### src/rtl/chacha20_pkg.sv
// rtl/chacha20_pkg.sv - shared widths and controller state encoding
package chacha20_pkg;

    localparam int CHACHA_KEY_W   = 256;
    localparam int CHACHA_NONCE_W = 96;
    localparam int CHACHA_CTR_W   = 32;
    localparam int CHACHA_BLOCK_W = 512;

    typedef enum logic [2:0] {
        IDLE      = 3'd0,
        ISSUE     = 3'd1,
        WAIT_CORE = 3'd2,
        GAP       = 3'd3,
        DRAIN     = 3'd4
    } state_e;

endpackage

### src/rtl/chacha20_out_buf.sv
// rtl/chacha20_out_buf.sv - one-entry keystream output register with valid/ready
module chacha20_out_buf
    import chacha20_pkg::*;
(
    input  logic                      clk,
    input  logic                      reset,
    input  logic                      load,
    input  logic [CHACHA_BLOCK_W-1:0] load_data,
    input  logic [CHACHA_CTR_W-1:0]   load_counter,
    input  logic                      load_last,
    output logic                      out_valid,
    input  logic                      out_ready,
    output logic [CHACHA_BLOCK_W-1:0] out_data,
    output logic [CHACHA_CTR_W-1:0]   out_counter,
    output logic                      out_last
);

    logic                      valid_q, valid_d;
    logic [CHACHA_BLOCK_W-1:0] data_q, data_d;
    logic [CHACHA_CTR_W-1:0]   counter_q, counter_d;
    logic                      last_q, last_d;

    // Fill on load, empty on handshake; payload only changes on load so it holds while stalled
    always_comb begin
        valid_d   = valid_q;
        data_d    = data_q;
        counter_d = counter_q;
        last_d    = last_q;
        if (valid_q && out_ready) begin
            valid_d = 1'b0;
            last_d  = 1'b0;
        end
        if (load) begin
            valid_d   = 1'b1;
            data_d    = load_data;
            counter_d = load_counter;
            last_d    = load_last;
        end
    end

    // Register update with synchronous reset clearing the entry
    always_ff @(posedge clk) begin
        if (reset) begin
            valid_q   <= 1'b0;
            data_q    <= '0;
            counter_q <= '0;
            last_q    <= 1'b0;
        end else begin
            valid_q   <= valid_d;
            data_q    <= data_d;
            counter_q <= counter_d;
            last_q    <= last_d;
        end
    end

    assign out_valid   = valid_q;
    assign out_data    = data_q;
    assign out_counter = counter_q;
    assign out_last    = last_q;

endmodule

### src/rtl/chacha20_stream_ctrl.sv
// rtl/chacha20_stream_ctrl.sv - sequences a ChaCha20 core over a multi-block keystream job
module chacha20_stream_ctrl
    import chacha20_pkg::*;
#(
    parameter int MAX_BLOCKS_W = 16
) (
    input  logic                      clk,
    input  logic                      reset,
    input  logic                      cmd_valid,
    output logic                      cmd_ready,
    input  logic [CHACHA_KEY_W-1:0]   cmd_key,
    input  logic [CHACHA_NONCE_W-1:0] cmd_nonce,
    input  logic [CHACHA_CTR_W-1:0]   cmd_counter,
    input  logic [MAX_BLOCKS_W-1:0]   cmd_nblocks,
    output logic                      core_start,
    output logic [CHACHA_KEY_W-1:0]   core_key,
    output logic [CHACHA_NONCE_W-1:0] core_nonce,
    output logic [CHACHA_CTR_W-1:0]   core_counter,
    input  logic [CHACHA_BLOCK_W-1:0] core_keystream,
    input  logic                      core_done,
    output logic                      ks_valid,
    input  logic                      ks_ready,
    output logic [CHACHA_BLOCK_W-1:0] ks_data,
    output logic [CHACHA_CTR_W-1:0]   ks_counter,
    output logic                      ks_last,
    output logic                      busy,
    output logic                      job_done,
    output logic                      err_wrap
);

    state_e                    state_q, state_d;
    logic [CHACHA_KEY_W-1:0]   key_q, key_d;
    logic [CHACHA_NONCE_W-1:0] nonce_q, nonce_d;
    logic [CHACHA_CTR_W-1:0]   counter_q, counter_d;
    logic [MAX_BLOCKS_W-1:0]   remaining_q, remaining_d;
    logic                      core_start_q, core_start_d;
    logic                      cmd_ready_q, cmd_ready_d;
    logic                      busy_q, busy_d;
    logic                      job_done_q, job_done_d;
    logic                      err_wrap_q, err_wrap_d;
    logic                      buf_load;

    // Blocks left before the counter passes 0xFFFFFFFF; a longer request is truncated to this
    logic [CHACHA_CTR_W:0]     room;
    logic [CHACHA_CTR_W:0]     nblocks_ext;
    logic                      wrap;

    assign room        = {1'b1, {CHACHA_CTR_W{1'b0}}} - {1'b0, cmd_counter};
    assign nblocks_ext = {{(CHACHA_CTR_W + 1 - MAX_BLOCKS_W){1'b0}}, cmd_nblocks};
    assign wrap        = nblocks_ext > room;

    // Next-state and job bookkeeping; core_done only matters while waiting on the core
    always_comb begin
        state_d     = state_q;
        key_d       = key_q;
        nonce_d     = nonce_q;
        counter_d   = counter_q;
        remaining_d = remaining_q;
        job_done_d  = 1'b0;
        err_wrap_d  = 1'b0;
        buf_load    = 1'b0;
        case (state_q)
            IDLE: begin
                if (cmd_valid) begin
                    key_d     = cmd_key;
                    nonce_d   = cmd_nonce;
                    counter_d = cmd_counter;
                    if (cmd_nblocks == '0) begin
                        job_done_d = 1'b1;
                    end else begin
                        remaining_d = wrap ? room[MAX_BLOCKS_W-1:0] : cmd_nblocks;
                        err_wrap_d  = wrap;
                        state_d     = ISSUE;
                    end
                end
            end
            ISSUE: state_d = WAIT_CORE;
            WAIT_CORE: begin
                if (core_done) begin
                    buf_load = 1'b1;
                    state_d  = GAP;
                end
            end
            GAP: state_d = DRAIN;
            DRAIN: begin
                // An empty buffer here means the block was already taken during GAP
                if (!ks_valid || ks_ready) begin
                    if (remaining_q > 1) begin
                        remaining_d = remaining_q - 1'b1;
                        counter_d   = counter_q + 1'b1;
                        state_d     = ISSUE;
                    end else begin
                        remaining_d = '0;
                        job_done_d  = 1'b1;
                        state_d     = IDLE;
                    end
                end
            end
            default: state_d = IDLE;
        endcase
        core_start_d = (state_d == ISSUE) || (state_d == WAIT_CORE);
        cmd_ready_d  = (state_d == IDLE);
        busy_d       = (state_d != IDLE);
    end

    // State and registered outputs; reset abandons any job in flight without a job_done
    always_ff @(posedge clk) begin
        if (reset) begin
            state_q      <= IDLE;
            key_q        <= '0;
            nonce_q      <= '0;
            counter_q    <= '0;
            remaining_q  <= '0;
            core_start_q <= 1'b0;
            cmd_ready_q  <= 1'b1;
            busy_q       <= 1'b0;
            job_done_q   <= 1'b0;
            err_wrap_q   <= 1'b0;
        end else begin
            state_q      <= state_d;
            key_q        <= key_d;
            nonce_q      <= nonce_d;
            counter_q    <= counter_d;
            remaining_q  <= remaining_d;
            core_start_q <= core_start_d;
            cmd_ready_q  <= cmd_ready_d;
            busy_q       <= busy_d;
            job_done_q   <= job_done_d;
            err_wrap_q   <= err_wrap_d;
        end
    end

    chacha20_out_buf u_out_buf (
        .clk          (clk),
        .reset        (reset),
        .load         (buf_load),
        .load_data    (core_keystream),
        .load_counter (counter_q),
        .load_last    (remaining_q == 1),
        .out_valid    (ks_valid),
        .out_ready    (ks_ready),
        .out_data     (ks_data),
        .out_counter  (ks_counter),
        .out_last     (ks_last)
    );

    assign cmd_ready    = cmd_ready_q;
    assign core_start   = core_start_q;
    assign core_key     = key_q;
    assign core_nonce   = nonce_q;
    assign core_counter = counter_q;
    assign busy         = busy_q;
    assign job_done     = job_done_q;
    assign err_wrap     = err_wrap_q;

endmodule

### config.mk
export PLATFORM = sky130hd
export DESIGN_NAME = chacha20_stream_ctrl
export DESIGN_NICKNAME = d
export VERILOG_FILES = /design/src/rtl/chacha20_pkg.sv /design/src/rtl/chacha20_out_buf.sv /design/src/rtl/chacha20_stream_ctrl.sv
export SDC_FILE = /design/constraint.sdc
export NUM_CORES = 2
export LEC_CHECK = 0
export BUFFER_PORTS_ARGS = -buffer_cell sky130_fd_sc_hd__buf_4
export CORE_AREA = 2 2 724 726
export DETAILED_ROUTE_END_ITERATION = 16
export DIE_AREA = 0 0 726 728
export GPL_TIMING_DRIVEN = 1
export PLACE_DENSITY = 0.32
export SLEW_MARGIN = 20
export SYNTH_ARGS = -nofsm -noshare
export SYNTH_HDL_FRONTEND = slang
export SYNTH_SLANG_ARGS = --single-unit
### constraint.sdc
create_clock -name clk -period 5.6 [get_ports clk]
set_input_delay 0.56 -clock clk [delete_from_list [all_inputs] [get_ports clk]]
set_output_delay 0.56 -clock clk [all_outputs]
set_load 0.01 [all_outputs]
=== Yosys cells after proc, flatten, opt, wreduce, memory -nomap -nowiden ===
Cells that the tools add are included.

* Bits in registers: 954
* Latch bits: 0
* Bits in writable memories: 0
* Bits in read-only memories: 0
* Output and inout port bits: 935
* Word-level logic and storage cells: 72
* Memories: 0

* Add/sub/neg operators: 3
* Multipliers: 0
* Div/mod/pow operators: 0
* Order comparisons: 2
* Equal/unequal tests: 11
* Shift-type cells: 0
* Mux-type cells: 26
* Bitwise operators: 2
* Reductions and logical operators: 14

{| class="wikitable"
|+ Operators by type and width
! kind !! number
|-
| 32-bit two-way mux || 3
|-
| 16-bit two-way mux || 5
|-
| 32-bit one-hot mux with 2 select lines || 1
|-
| 16-bit by 33-bit > comparator with 1-bit output || 1
|-
| 33-bit by 32-bit subtractor with 33-bit output, first input constant || 1
|-
| 32-bit by 1-bit adder with 32-bit output, second input constant || 1
|-
| 16-bit one-hot mux with 2 select lines || 1
|-
| 16-bit by 1-bit == test with 1-bit output, second input constant || 1
|-
| 16-bit by 1-bit > comparator with 1-bit output, second input constant || 1
|-
| 16-bit zero test || 1
|-
| 16-bit by 1-bit subtractor with 16-bit output, second input constant || 1
|-
| 3-bit one-hot mux with 5 select lines || 1
|-
| 3-bit two-way mux || 4
|-
| 1-bit two-way mux || 10
|-
| 3-bit by 2-bit == test with 1-bit output, second input constant || 3
|-
| 2-bit inequality test, second input constant || 4
|-
| 4-bit AND reduction || 2
|-
| 3-bit by 1-bit == test with 1-bit output, second input constant || 2
|-
| 3-bit zero test || 2
|-
| 2-bit nonzero test || 2
|-
| 4-bit OR reduction || 1
|-
| 3-bit == test, second input constant || 1
|-
| 3-bit nonzero test || 1
|-
| 1-bit logical OR || 2
|-
| 5 further kinds || 6
|}

=== Longest topological paths before layout ===
* Depth after elaboration: 6
* Depth in mapped cells: 17
* Gate-level depth less buffers: 15

=== Cells and area by module ===
From an unflattened synthesis, not the netlist that was laid out.

* Cell total of the unflattened synthesis: 3972
* Area, all modules: 36283.5 µm²

{| class="wikitable"
|+ Modules (own cells, without submodules)
! module !! times used !! cells each !! area an instance (µm²) !! sequential area each (µm²)
|-
| chacha20_out_buf || 1 || 1763 || 19673.9 || 10930.5
|-
| chacha20_stream_ctrl || 1 || 2209 || 16609.7 || 8167.8
|}

=== Worst setup path after synthesis ===
No wires, ideal clock.

* Path type: input to register
* Start point: input cmd_counter[0]
* End point: register remaining_q[10]
* Arrival: 4.307 ns
* Data required time: 5.521 ns
* Setup slack: 1.214 ns
* Cell stages on the path: 17
* Buffers on the path: 2
* Path through: inv_1 ha_1 nor4b_1 nand2_1 nor3_1 xor2_1 ha_1 nand3_1 nor4_1 o31ai_1 o211a_1 or4_1 buf_2 or3_1 buf_2 o211a_1 a211oi_2

* Word-level cells in the longest chain between the ends: 6

{| class="wikitable"
|+ RTL lines
! what !! line !! RTL
|-
| start, declared || chacha20_stream_ctrl.sv:13 || <nowiki>input logic [CHACHA_CTR_W-1:0] cmd_counter,</nowiki>
|-
| 33-bit by 32-bit subtractor with 33-bit output (*) || chacha20_stream_ctrl.sv:48 || <nowiki>assign room = {1'b1, {CHACHA_CTR_W{1'b0}}} - {1'b0, cmd_counter};</nowiki>
|-
| 16-bit by 33-bit > comparator with 1-bit output || chacha20_stream_ctrl.sv:50 || <nowiki>assign wrap = nblocks_ext > room;</nowiki>
|-
| 16-bit two-way mux (*) || chacha20_stream_ctrl.sv:71 || <nowiki>remaining_d = wrap ? room[MAX_BLOCKS_W-1:0] : cmd_nblocks;</nowiki>
|-
| 16-bit two-way mux (*) || chacha20_stream_ctrl.sv:68 || <nowiki>if (cmd_nblocks == '0) begin</nowiki>
|-
| 16-bit two-way mux (*) || chacha20_stream_ctrl.sv:64 || <nowiki>if (cmd_valid) begin</nowiki>
|-
| 16-bit one-hot mux with 2 select lines (*) || chacha20_stream_ctrl.sv:62 || <nowiki>case (state_q)</nowiki>
|-
| end signal, assigned || chacha20_stream_ctrl.sv:124 || <nowiki>remaining_q <= remaining_d;</nowiki>
|-
| end, declared || chacha20_stream_ctrl.sv:35 || <nowiki>logic [MAX_BLOCKS_W-1:0] remaining_q, remaining_d;</nowiki>
|}

Every way passes the cells marked *; elsewhere a longest branch is shown, timed or not. The select of a mux whose other input is x is not followed.
A chain may end at the register's enable or synchronous reset.

=== Worst setup path after layout ===
* Start point: input cmd_counter[0]
* End point: register remaining_q[6]

Same word-level chain as after synthesis.

==> impl_metrics.csv <==
group,metric,value,unit
worst_setup_path,critPathArrivalTime,5.05,ns
die,dieArea,0.529,mm^2
logic_synthesis,seq_area_frac_synth,54.2,%
logic_synthesis,ys.flop_type,"dfxtp_1",
placed_design,dp_slack,0.445,ns
timing,hold_viol,0,
placed_design,place_congestion,0.986,
cts,h-tree-depth,4,
route,wl_per_cell,25.5,um
die,ios,1852,
route,drt-total-wl,361000,um
grt,grt_pass1_wl,458000,um
logic_synthesis,syn_area,0.0353,mm^2
worst_setup_path,r2r-start,"remaining_q[8]",
die,rows,265,
worst_setup_path,endpoint_kind,"flop",
route,ant_nets,0,
cts,clkLatencyLatePin,0.89,ns
logic_synthesis,ys.warnings.count,0,
final_layout,final_cells,14200,
logic_synthesis,synth.distinct_cells,70,
route,drtIter0Drc,2826,
route,wl_met2,158000,um
timing,rsz0062_at_grt,"false",
timing,hold_slack,0.102,ns
die,coreArea,0.520,mm^2
timing,setup_viol,0,
final_layout,fin_util,13.4,%
die,initial_core_util,6.78,%
route,first_pass_iters,5,
worst_setup_path,r2r-end,"remaining_q[5]",
placed_design,place_inst,13100,
timing,worst_slew_pin_slew,1.13,ns
grt,grt_max_degree,168,
power_and_ir_drop,ir_drop,207,uV
final_layout,area_growth,98.1,%
timing,skew,0.0710,ns
logic_synthesis,ys_seq_elements,954,
timing,finalWorstSetupSlack,1.33,ns
route,vias,43000,
power_and_ir_drop,power.total,21.8,mW
worst_setup_path,cp.required,6.38,ns
min_path,hp-class,"primary input to flop",
route,wl_met3,33800,um
logic_synthesis,synth_cells,4579,
cts,clkTransAtPathRegs,0.06,ns
timing,finalSetupTns,0,ns
worst_setup_path,rrSetupSlack,2.35,ns
power_and_ir_drop,p_per_area,313,mW/mm^2
final_layout,nets,7978,
grt,antenna_found_initial,207,
logic_synthesis,syn_area_per_cell,7.70,um^2
timing,drv_slew,0,
power_and_ir_drop,p_leak,27.0,nW
die,die_h,728,um
logic_synthesis,synth_nets,5516,
die,die_w,726,um
cts,cts_sinks,954,
cts,clockBufferDepth,4,
worst_setup_path,ff2ff_path_depth,9,
cts,cts-buffers-inserted,152,
route,route.detailed.drc,0,
timing,period_needed,4.27,ns
placed_design,io_buffers,1851,
timing,fmaxAchievable,234,MHz
logic_synthesis,async_reset_ff_share,0,%
worst_setup_path,worstSetupPathType,"primary input to flop",
placed_design,dp_hpwl,301000,um
grt,grt.overflow.total,0,
final_layout,final_cell_area,0.0699,mm^2
route,avgViaCountPerCell,3.03,
placed_design,place_area,0.0572,mm^2
flow_run,cap_viol_max_count,0,
logic_synthesis,synth_edf_count,0,
route,dr.max_layer_used,"met5",
timing,period_share,76.3,%
worst_setup_path,critPathLaunchType,"primary input",
final_layout,drive_gt1_share,30.4,%
grt,grt_pass1_vias,43500,
grt,grtUsageTotal,13.0,%
run_status,status,"completed",
worst_setup_path,crit_end,"remaining_q[6]",
cts,cts_root_buf,"clkbuf_16",
timing,slew_headroom,24.7,%
route,m1WireLength,157000,um
worst_setup_path,crit_fanout,8,
worst_setup_path,startpoint,"cmd_counter[0]",
cts,cts_tree,"done",
-- where the power goes --
group / total (mW) / switching (mW) / leakage [nW] / internal (mW)
clock network: 10.0 / 4.22 / 2.46 / 5.80
logic: 4.23 / 2.51 / 16.7 / 1.72
registers: 7.60 / 0.351 / 7.76 / 7.24
-- layout make-up --
cell class | count | area [um^2]
clock buffer | 209 | 4300
antenna | 68 | 170
inverter | 17 | 63.8
multi-input combinational | 3263 | 14800
sequential | 954 | 19100
fill | 60300 | 450000
clock inverter | 60 | 744
timing repair buffer | 2653 | 22000
tap | 6942 | 8690
-- synth_stat cells (4+ instances only) --
master | count | area share [%]
a22oi_1 | 19 | 0.40
nand4_1 | 16 | 0.28
clkbuf_1 | 334 | 3.6
a21o_1 | 7 | 0.15
inv_1 | 17 | 0.18
nor4b_1 | 4 | 0.099
nor4_1 | 23 | 0.41
o21a_1 | 6 | 0.13
buf_1 | 7 | 0.075
and3_1 | 13 | 0.23
o21ai_0 | 58 | 0.82
xor2_1 | 6 | 0.15
buf_2 | 4 | 0.057
xnor2_1 | 14 | 0.35
a2bb2oi_1 | 4 | 0.099
a211oi_1 | 14 | 0.30
nor3_1 | 32 | 0.45
nand2b_1 | 7 | 0.12
o31a_1 | 7 | 0.17
o211a_1 | 6 | 0.17
nand2_1 | 1845 | 20
o22ai_1 | 6 | 0.11
or3_1 | 6 | 0.11
nor2_1 | 90 | 0.96
dfxtp_1 | 954 | 54
o31ai_1 | 17 | 0.36
and4_1 | 7 | 0.17
and2_1 | 4 | 0.071
nand3_1 | 27 | 0.38
a21oi_1 | 939 | 13
ha_1 | 20 | 0.71
-- worst max-delay path, stage by stage --
cell and delay, ns:
buf_4 0.14, inv_1 0.08, ha_1 0.24, nor4b_1 0.26, buf_4 0.18, nand2_1 0.12
nor3_1 0.25, xor2_1 0.15, ha_1 0.34, nand4_1 0.15, nor4_1 0.50, o31ai_1 0.17
o211a_1 0.19, or4_1 0.52, buf_4 0.18, or3_1 0.52, o21ai_0 0.27, buf_4 0.15
o21a_1 0.09
-- sequential cells by signal, indices dropped and copies added (netlist names), 3 cells and up --
register	flops
u_out_buf.out_counter	32
core_nonce	96
core_key	256
core_counter	32
state_q	3
remaining_q	16
u_out_buf.out_data	512
-- routing by layer --
layer | vias up | GRT usage (%)
met5 | - | 0
met4 | 62 | 4.09
met1 | 20600 | 16.4
met3 | 537 | 5.24
met2 | 1645 | 20.1
li1 | 20100 | -
-- how the worst min path moves through the flow --
stage | slack [ns] | to | depth (start not counted) | from
after detailed placement | 0.45 | core_key[72] | 2 | core_key[72]
after CTS | 0.002 | u_out_buf.out_data[287] | 3 | core_keystream[287]
after floorplan | 0.48 | core_key[0] | 2 | core_key[0]
after global routing | 0.01 | u_out_buf.out_data[282] | 3 | core_keystream[282]
after global placement | 0.44 | core_key[8] | 2 | core_key[8]
final | 0.10 | core_nonce[57] | 3 | cmd_nonce[57]
-- kinds of logic (layout without fill, tap and decap cells) --
group / count (synthesis) / count (layout) / share of synthesized area [%]
compound gates: 1116 / 1116 / 16.9
xor+xnor: 20 / 20 / 0.497
fa+ha+maj: 20 / 20 / 0.710
buf+inv: 362 / 2939 / 3.87
flops: 954 / 954 / 54.2
mux: 4 / 4 / 0.121
other cells: 0 / 68 / 0
simple gates: 2103 / 2103 / 23.8
-- timing repair --
action,4_1_cts,5_1_grt
hold buffers,740,0
hold endpoints to repair,740,0
setup buffers,0,0
gates resized for setup,0,0
-- cell usage in the layout (no fill, tap or decap), types with 16 or more instances in the layout --
cell / n
a21oi_1: 939
clkbuf_8: 28
o21ai_0: 58
dfxtp_1: 954
clkinv_2: 25
diode_2: 68
o31ai_1: 17
a22oi_1: 18
nor3_1: 31
buf_4: 1897
nand2_1: 1844
nand3_1: 27
nor4_1: 22
clkbuf_16: 152
ha_1: 20
nand4_1: 16
nor2_1: 90
inv_1: 17
dlygate4sd3_1: 740
clkbuf_1: 29
(Power assumes the default switching activity.)
